--- src/rtl/uart_rx_ctrl.sv ---
// -----------------------------------------------------------------------------
// uart_rx_ctrl
//
// eUSCI_A UART receive buffer and interrupt controller. Captures completed
// frames from the receive state machine into RXBUF, accumulates sticky
// receive error status for STATW, owns the IFG/IE flag registers and resolves
// them into a registered, prioritised interrupt vector (IV) plus a single
// combinational interrupt request (IRQ).
//
// Ports
//   MCLK          in   1   system clock, all state changes on posedge
//   reset         in   1   asynchronous, active-high reset
//   wUCSWRST      in   1   software reset level, synchronous clear while high
//   rSetRxIFG     in   1   frame accepted pulse (loads RXBUF, sets RX flag)
//   RxData        in   8   received character, valid with rSetRxIFG
//   rUCPE/FE/OE/BRK in 1   error pulses at frame completion
//   RxBusy/TxBusy in   1   engine busy levels
//   setTxIFG, setSttIFG, setTxCptIFG  in 1  flag set pulses from transmit side
//   rdRXBUF       in   1   bus read strobe of RXBUF
//   rdIV          in   1   bus read strobe of IV
//   wrIFG, wrIE   in   1   bus write strobes for IFG / IE
//   wData         in   4   IFG/IE write data {TXCPT, STT, TX, RX}
//   RXBUF         out  8   received-data register
//   STATW         out  8   {0, FE, OE, PE, BRK, RXERR, 0, BUSY}
//   IFG           out  4   interrupt flags {TXCPT, STT, TX, RX}
//   IE            out  4   interrupt enables, same order
//   IV            out 16   registered interrupt vector
//   RxIFG         out  1   IFG[0], fed back for upstream overrun detection
//   IRQ           out  1   |(IFG & IE)
// -----------------------------------------------------------------------------
module uart_rx_ctrl (
    input  logic        MCLK,
    input  logic        reset,
    input  logic        wUCSWRST,
    input  logic        rSetRxIFG,
    input  logic [7:0]  RxData,
    input  logic        rUCPE,
    input  logic        rUCFE,
    input  logic        rUCOE,
    input  logic        rUCBRK,
    input  logic        RxBusy,
    input  logic        TxBusy,
    input  logic        setTxIFG,
    input  logic        setSttIFG,
    input  logic        setTxCptIFG,
    input  logic        rdRXBUF,
    input  logic        rdIV,
    input  logic        wrIFG,
    input  logic        wrIE,
    input  logic [3:0]  wData,
    output logic [7:0]  RXBUF,
    output logic [7:0]  STATW,
    output logic [3:0]  IFG,
    output logic [3:0]  IE,
    output logic [15:0] IV,
    output logic        RxIFG,
    output logic        IRQ
);

    localparam logic [3:0] IFG_RESET = 4'b0010;  // TX buffer starts empty

    // Sticky receive error bits
    logic fe, oe, pe, brk;

    // Next-state values for every register
    logic [3:0]  set_flags;
    logic [3:0]  clr_flags;
    logic [3:0]  ifg_next;
    logic [3:0]  ie_next;
    logic [15:0] iv_next;
    logic        fe_next, oe_next, pe_next, brk_next;

    // Highest-priority pending source: RX, TX, STT, TXCPT.
    function automatic logic [15:0] iv_encode(input logic [3:0] pend);
        if (pend[0])      return 16'h0002;
        else if (pend[1]) return 16'h0004;
        else if (pend[2]) return 16'h0006;
        else if (pend[3]) return 16'h0008;
        else              return 16'h0000;
    endfunction

    always_comb begin
        // NOTE: every signal assigned in a combinational block gets a default
        // first, so no path leaves it unassigned and no latch is inferred.
        set_flags = {setTxCptIFG, setSttIFG, setTxIFG, rSetRxIFG};
        clr_flags = 4'b0000;

        // An IV read acknowledges only the source the vector currently names,
        // so back-to-back reads drain sources in priority order.
        if (rdIV) begin
            case (IV)
                16'h0002: clr_flags[0] = 1'b1;
                16'h0004: clr_flags[1] = 1'b1;
                16'h0006: clr_flags[2] = 1'b1;
                16'h0008: clr_flags[3] = 1'b1;
                default:  clr_flags    = 4'b0000;
            endcase
        end
        if (rdRXBUF) begin
            clr_flags[0] = 1'b1;
        end

        // Precedence low to high: clear, bus write, set pulse, software reset.
        ifg_next = wrIFG ? wData : (IFG & ~clr_flags);
        ifg_next = ifg_next | set_flags;
        if (wUCSWRST) begin
            ifg_next = IFG_RESET;
        end

        ie_next = wrIE ? wData : IE;

        // Errors of the current frame survive a same-cycle RXBUF read; only
        // the previously accumulated status is cleared by it.
        fe_next  = (fe  & ~rdRXBUF) | rUCFE;
        oe_next  = (oe  & ~rdRXBUF) | rUCOE;
        pe_next  = (pe  & ~rdRXBUF) | rUCPE;
        brk_next = (brk & ~rdRXBUF) | rUCBRK;
        if (wUCSWRST) begin
            fe_next  = 1'b0;
            oe_next  = 1'b0;
            pe_next  = 1'b0;
            brk_next = 1'b0;
        end

        // IV is built from the post-edge flags so it never names a source
        // that the same edge has just acknowledged.
        iv_next = iv_encode(ifg_next & ie_next);
    end

    // NOTE: sequential state uses non-blocking assignments so every register
    // samples pre-edge values regardless of statement order.
    always_ff @(posedge MCLK or posedge reset) begin
        if (reset) begin
            RXBUF <= 8'h00;
            IFG   <= IFG_RESET;
            IE    <= 4'b0000;
            IV    <= 16'h0000;
            fe    <= 1'b0;
            oe    <= 1'b0;
            pe    <= 1'b0;
            brk   <= 1'b0;
        end else begin
            if (rSetRxIFG && !wUCSWRST) begin
                RXBUF <= RxData;
            end
            IFG <= ifg_next;
            IE  <= ie_next;
            IV  <= iv_next;
            fe  <= fe_next;
            oe  <= oe_next;
            pe  <= pe_next;
            brk <= brk_next;
        end
    end

    assign STATW = {1'b0, fe, oe, pe, brk, (fe | oe | pe), 1'b0, (RxBusy | TxBusy)};
    assign RxIFG = IFG[0];
    assign IRQ   = |(IFG & IE);

endmodule

--- config.mk ---
export PLATFORM = sky130hd
export DESIGN_NAME = uart_rx_ctrl
export DESIGN_NICKNAME = d
export VERILOG_FILES = /design/src/rtl/uart_rx_ctrl.sv
export SDC_FILE = /design/constraint.sdc
export NUM_CORES = 1
export LEC_CHECK = 0
export CORE_ASPECT_RATIO = 0.5
export CORE_MARGIN = 1
export CORE_UTILIZATION = 36
export DETAILED_ROUTE_END_ITERATION = 7
export GPL_ROUTABILITY_DRIVEN = 0
export GPL_TIMING_DRIVEN = 0
export PLACE_DENSITY = 0.79
export RECOVER_POWER = 50
export SLEW_MARGIN = 20
export SYNTH_ARGS = -nofsm -noshare
export SYNTH_HDL_FRONTEND = slang
export SYNTH_SLANG_ARGS = --single-unit
export TNS_END_PERCENT = 5
--- constraint.sdc ---
create_clock -name MCLK -period 1.82 [get_ports MCLK]
set_input_delay 0.364 -clock MCLK [delete_from_list [all_inputs] [get_ports MCLK]]
set_output_delay 0.364 -clock MCLK [all_outputs]
set_load 0.02 [all_outputs]
==> reports/metrics.cfg <==
[sta]
grt_setup_unrepaired = false
slew_headroom_pct = 44.3
slew_violations = 0
fmax_mhz = 563
tightestPinTransition_ns = 0.834
hold_slack_ns = 0.515
clock_skew_ns = 0.00836
finalSetupViolations = 0
final.min_clock_period_ns = 1.78
hold_viol = 0
fin_crit_sh_pct = 97.6

[route]
vias_per_cell = 4.44
num_vias = 923
post_drt_wl_per_cell_um = 12.2
wirelength_um = 2540
drt_first_pass_iters = 3
post-route-drc-count = 0
drtIter0Drc = 26
drtAntennaViolNets = 0

[clocking]
clk_path_buf_depth = 2
clock_sinks = 23
hold_buffers = 0
clk_pin_slew_ns = 0.08
worst_skew_pair.late_latency_ns = 0.26
numCtsBuffers = 3
htree_levels = 1
post-cts-setup-buffer-count = 0
cts_root_buf = clkbuf_8
cts_tree = done

[place]
place_area_mm2 = 0.00178
hpwl_um = 2100
port_buffers = 55

[synthesis]
synth_flop_cell = dfrtp_1
async_flop_share_pct = 100
synth-adder-area-share_pct = 0
synth_top_family_by_area = buffers and inverters
yosysUniqueCellTypes = 28
synth-simple-area-share_pct = 12.1
synth-xor-area-share_pct = 0
synth_edf_count = 0
synth-compound-area-share_pct = 9.60
synthCells = 98
synthMuxAreaShare_pct = 11.9
ys_seq_area_share_pct = 50.9
ys_seq_elements = 23
synth_area_mm2 = 0.00113
synth_area_per_cell_um2 = 11.6
ys_warn_count = 0

[floorplanning]
dieWidth_um = 81.4
io_pins = 71
rows = 13
die_h_um = 41.7
dieArea_mm2 = 0.00339
initial_core_util_pct = 40.8
core-area_mm2 = 0.00278

[run]
drv_cap = 0

[worst_setup_path]
cp_cell_sequence = clkdlybuf4s50_1
arrival_ns = 1.41
cp.required_ns = 1.46
critPathKind = reg2out
path_buf_inv = 1
worst_path_dominant_cell_family = buffers and inverters
crit_path_start_kind = register
cp-end-kind = primary output
cp_max_fo = 3
critical_path.slowest_cell = clkdlybuf4s50_1
slowest_delay_ns = 0.60

[cells_and_area]
layout-drive-gt1-share_pct = 24.0
layout_commonest_cell = clkdlybuf4s50_1
mostFrequentLayoutCells = clkdlybuf4s50_1 (50), dfrtp_1 (22), buf_4 (20)
diodes = 0
areaGrowthSynthToFinish_pct = 61.1
nets = 201
fin_area_mm2 = 0.00183

[grt]
overflow = 0
grt_max_degree = 24
grt.total_usage_pct = 15.4
grt_pass1_vias = 844
antenna_found_initial = 0
grt_pass1_wl_um = 3910

[power_and_ir_drop]
ir_worst_vdd_mv = 0.659
leakagePower_nw = 0.832
total_power_w = 0.00136
power_density_mw_per_mm2 = 745

[worst_hold_path]
hold_path_class = reg2reg

[outcome]
outcome = finished clean

cell families after synthesis:
family | Yosys count
DFF | 23
and+or+nand+nor | 21
AOI/OAI and AO/OA | 16
muxes | 12
buffers and inverters | 25
other | 1
cells in the mapped netlist (2+ instances only):
cell      instances  area share, %
a211oi_1          2            1.3
a21oi_1           6            2.6
a22oi_1           3            2.0
buf_2             2           0.88
buf_4            20             13
dfrtp_1          22             49
inv_1             3           0.99
mux2_2           12             12
nand2_1           2           0.66
nand2b_1          2            1.1
nor2_1            7            2.3
metal layers:
layer	vias up	part of all wire [%]	wire length, µm	GRT usage [%]
met5	-	0	0	0
met4	0	0.43	11	3.21
met3	2	5.8	147	3.96
met2	30	49	1230	25.7
met1	440	45	1150	20.2
li1	451	-	-	-
layout make-up:
cell class	count	area, µm²
Clock buffer	3	41.3
Multi-Input combinational cell	64	438
Fill cell	225	955
Buffer	22	159
Tap cell	37	46.3
Timing Repair Buffer	55	549
Sequential cell	23	577
Inverter	3	11.3
Clock inverter	1	5.00
power breakdown:
| part | internal (W) | switching (W) |
|---|---|---|
| logic | 0.000242 | 0.000205 |
| clock network | 0.000153 | 0.000157 |
| registers | 0.000566 | 0.0000391 |
per-stage QoR:
step,TNS (ns),utilization (%),std cells,setup WS (ns)
2_1_floorplan,0,-,112,0.373
3_3_place_gp,-0.773,64.1,204,-0.229
3_5_place_dp,-0.871,64.1,204,-0.261
4_1_cts,0,65.6,208,0.0150
5_1_grt,0,65.7,208,0.0118
6_report,0,65.7,208,0.0429
sequential cells by signal, summed over array words and instances, names as in the netlist:
| signal | count |
|---|---|
| oe | 1 |
| brk | 1 |
| IV | 3 |
| IFG | 4 |
| fe | 1 |
| pe | 1 |
| RXBUF | 8 |
| IE | 4 |
path summary, 6_finish.rpt:
kind                                       from                    to  slack [ns]  cells after the start
max                            IFG[1]$_DFF_PP1_                IFG[1]        0.04                      1
min                        RXBUF[7]$_DFFE_PP0P_  RXBUF[7]$_DFFE_PP0P_        0.51                      1
max reg2reg                     IV[3]$_DFF_PP0_       IV[3]$_DFF_PP0_        0.28                      4
min reg2reg                RXBUF[7]$_DFFE_PP0P_  RXBUF[7]$_DFFE_PP0P_        0.51                      1
max in group asynchronous                 reset          pe$_DFF_PP0_        0.59                      2
min in group asynchronous                 reset  RXBUF[3]$_DFFE_PP0P_        0.71                      2
timing repair:
action,in CTS,in global routing
gates cloned,0,0
setup endpoints to repair,3,3
gates resized for setup,3,2
Note: power is estimated with default switching activity, not from simulation.
==> edit, RTL diff (same settings) <==
Make the reset (`reset`) synchronous in one clocked block. Comments in the files are not updated.
--- a/src/rtl/uart_rx_ctrl.sv
+++ b/src/rtl/uart_rx_ctrl.sv
@@ -129,7 +129,7 @@
 
     // NOTE: sequential state uses non-blocking assignments so every register
     // samples pre-edge values regardless of statement order.
-    always_ff @(posedge MCLK or posedge reset) begin
+    always_ff @(posedge MCLK) begin
         if (reset) begin
             RXBUF <= 8'h00;
             IFG   <= IFG_RESET;
Behaviour: differs if reset is asserted again (counterexample within 4 cycles, from zero or initial values and one cycle with reset high); with reset held inactive, the same outputs for 10 cycles.
==> edit against the original RTL <==
Register-to-register slack better by 0.09 ns. Worst hold slack worse by 0.043 ns. Combinational power is 32% lower. Sequential cell count stayed put. Non-clock buffer count is 1 higher. Worst setup slack better by 0.043 ns. Sequential power is 9.4% lower. First-iteration DRC count is 27% higher. Final area is 4.1% lower. Power is 14% lower. Routed wire length is 2.0% higher. Synthesized area is 5.2% lower. Largest cell class unchanged. Highest routed layer unchanged.
==> edit: results (changes against the original RTL) <==
[power_and_ir_drop]
ir_drop_mv=0.370  ; was 0.659 mV
leakagePower_nw=0.772  ; was 0.832 nW

[worst_setup_path]
timing.reg2reg.setup_slack_ns=0.37  ; was 0.28 ns
worstPathArrival_ns=1.37  ; was 1.41 ns
r2r_start=IV[2]  ; was IV[3]
path_max_fanout=4  ; was 3
worstReg2RegEnd=IV[2]  ; was IV[3]

[final_layout]
nFillCells=249  ; was 225
drive_gt1_share_pct=16.1  ; was 24.0%

[place]
place_inst=219  ; was 204
pre_cts_ws_ns=-0.116  ; was -0.261 ns
hpwlAfterDp_um=2100  ; about the same
place_area_sq_um=1710  ; was 1780 sq um

[global_route]
grt_max_degree=15  ; was 24
grt_pass1_wl_um=3690  ; was 3910 um
grt_pass1_vias=823  ; was 844

[sta]
worst-slew-pin-transition_ns=0.579  ; was 0.834 ns
whs_ns=0.472  ; was 0.515 ns
setup_ws_ns=0.0859  ; was 0.0429 ns

[route]
routed_via_density=4.41  ; was 4.44
routed_wl_um=2590  ; was 2540 um
drt_iter0_markers=33  ; was 26
firstDrtPassIters=4  ; was 3

[hold_path]
holdCritPathClass=in -> reg  ; was reg -> reg
min_path_cells=3  ; was 1
worstHoldStart=wrIE  ; was RXBUF[7]

[yosys]
avgSynthCellArea_sq_um=9.43  ; was 11.6 sq um
yosysUniqueCellTypes=29  ; was 28
synth_common_cells=23 x dfxtp_1, 21 x nor2_1, 20 x buf_4, 12 x mux2i_1, 4 x a21oi_1  ; was 22 x dfrtp_1, 20 x buf_4, 12 x mux2_2, 7 x nor2_1, 6 x a21oi_1
synth.area.top_cells=dfxtp_1 43%, buf_4 14%, mux2i_1 11%, nor2_1 7.3%, a21o_1 2.1%  ; was dfrtp_1 49%, buf_4 13%, mux2_2 12%, a21oi_1 2.6%, dfstp_2 2.3%

[run_status]
run_status=completed  ; unchanged

## edit: cell count changes in the layout (fill, tap and decap cells not counted), moves of 5 or more
cell             unedited run  this run
nor2_1                      7        21
mux2_2                      9         0
dfxtp_1                     0        23
dfrtp_1                    22         0
dlygate4sd3_1               1         6
mux2i_1                     0        12
clkdlybuf4s50_1            50        45
## edit: kinds of logic (layout without fill, tap and decap cells)
kind of cell / Yosys count / count (layout) / synth area share, %
buffers and inverters: 26 / 84 / 17.0
flip-flops: 23 / 23 / 42.8
AND/OR/NAND/NOR: 36 / 36 / 17.9
AO/OA/AOI/OAI: 16 / 16 / 10.7
multiplexers: 12 / 12 / 11.2
other: 1 / 15 / 0.349
## edit: worst max-delay path by stage
stage               startpoint  endpoint  slack, ns
finish                  IFG[0]    IFG[0]       0.09
CTS                     IFG[0]    IFG[0]       0.09
global route            IFG[0]    IFG[0]       0.03
detailed placement      TxBusy  STATW[0]      -0.12
floorplan                IV[2]     IV[2]       0.40
global placement        TxBusy  STATW[0]      -0.12
## edit: cell type report
type	instances	area (sq um)	share of cell area (%)
repair buffers	54	537	30.6
multi-input cells	79	478	27.3
flip-flops and latches	23	460	26.3
plain buffers	24	174	9.93
well taps	37	46.3	2.64
clock buffers	3	41.3	2.36
clock inverters	1	7.51	0.429
inverters	2	7.51	0.429
## edit: power breakdown
group          internal [mW]  total, mW  switching [mW]
Clock                  0.155      0.322           0.167
Combinational          0.162      0.305           0.143
Sequential             0.529      0.548          0.0194
## edit: per-layer routing
metal  up-vias  track usage, %  share of wire (%)
li1        498               -                  -
met2        41            28.9                 51
met3         6            4.44                5.8
met4         0            6.36                1.8
met1       438            18.4                 41
met5         -               0                  0
## edit: worst max-delay path: cells and delay by family, from the launching register on
family | cells | cell delay, ns
buffers and inverters | 2 | 0.72
DFF | 1 | 0.39
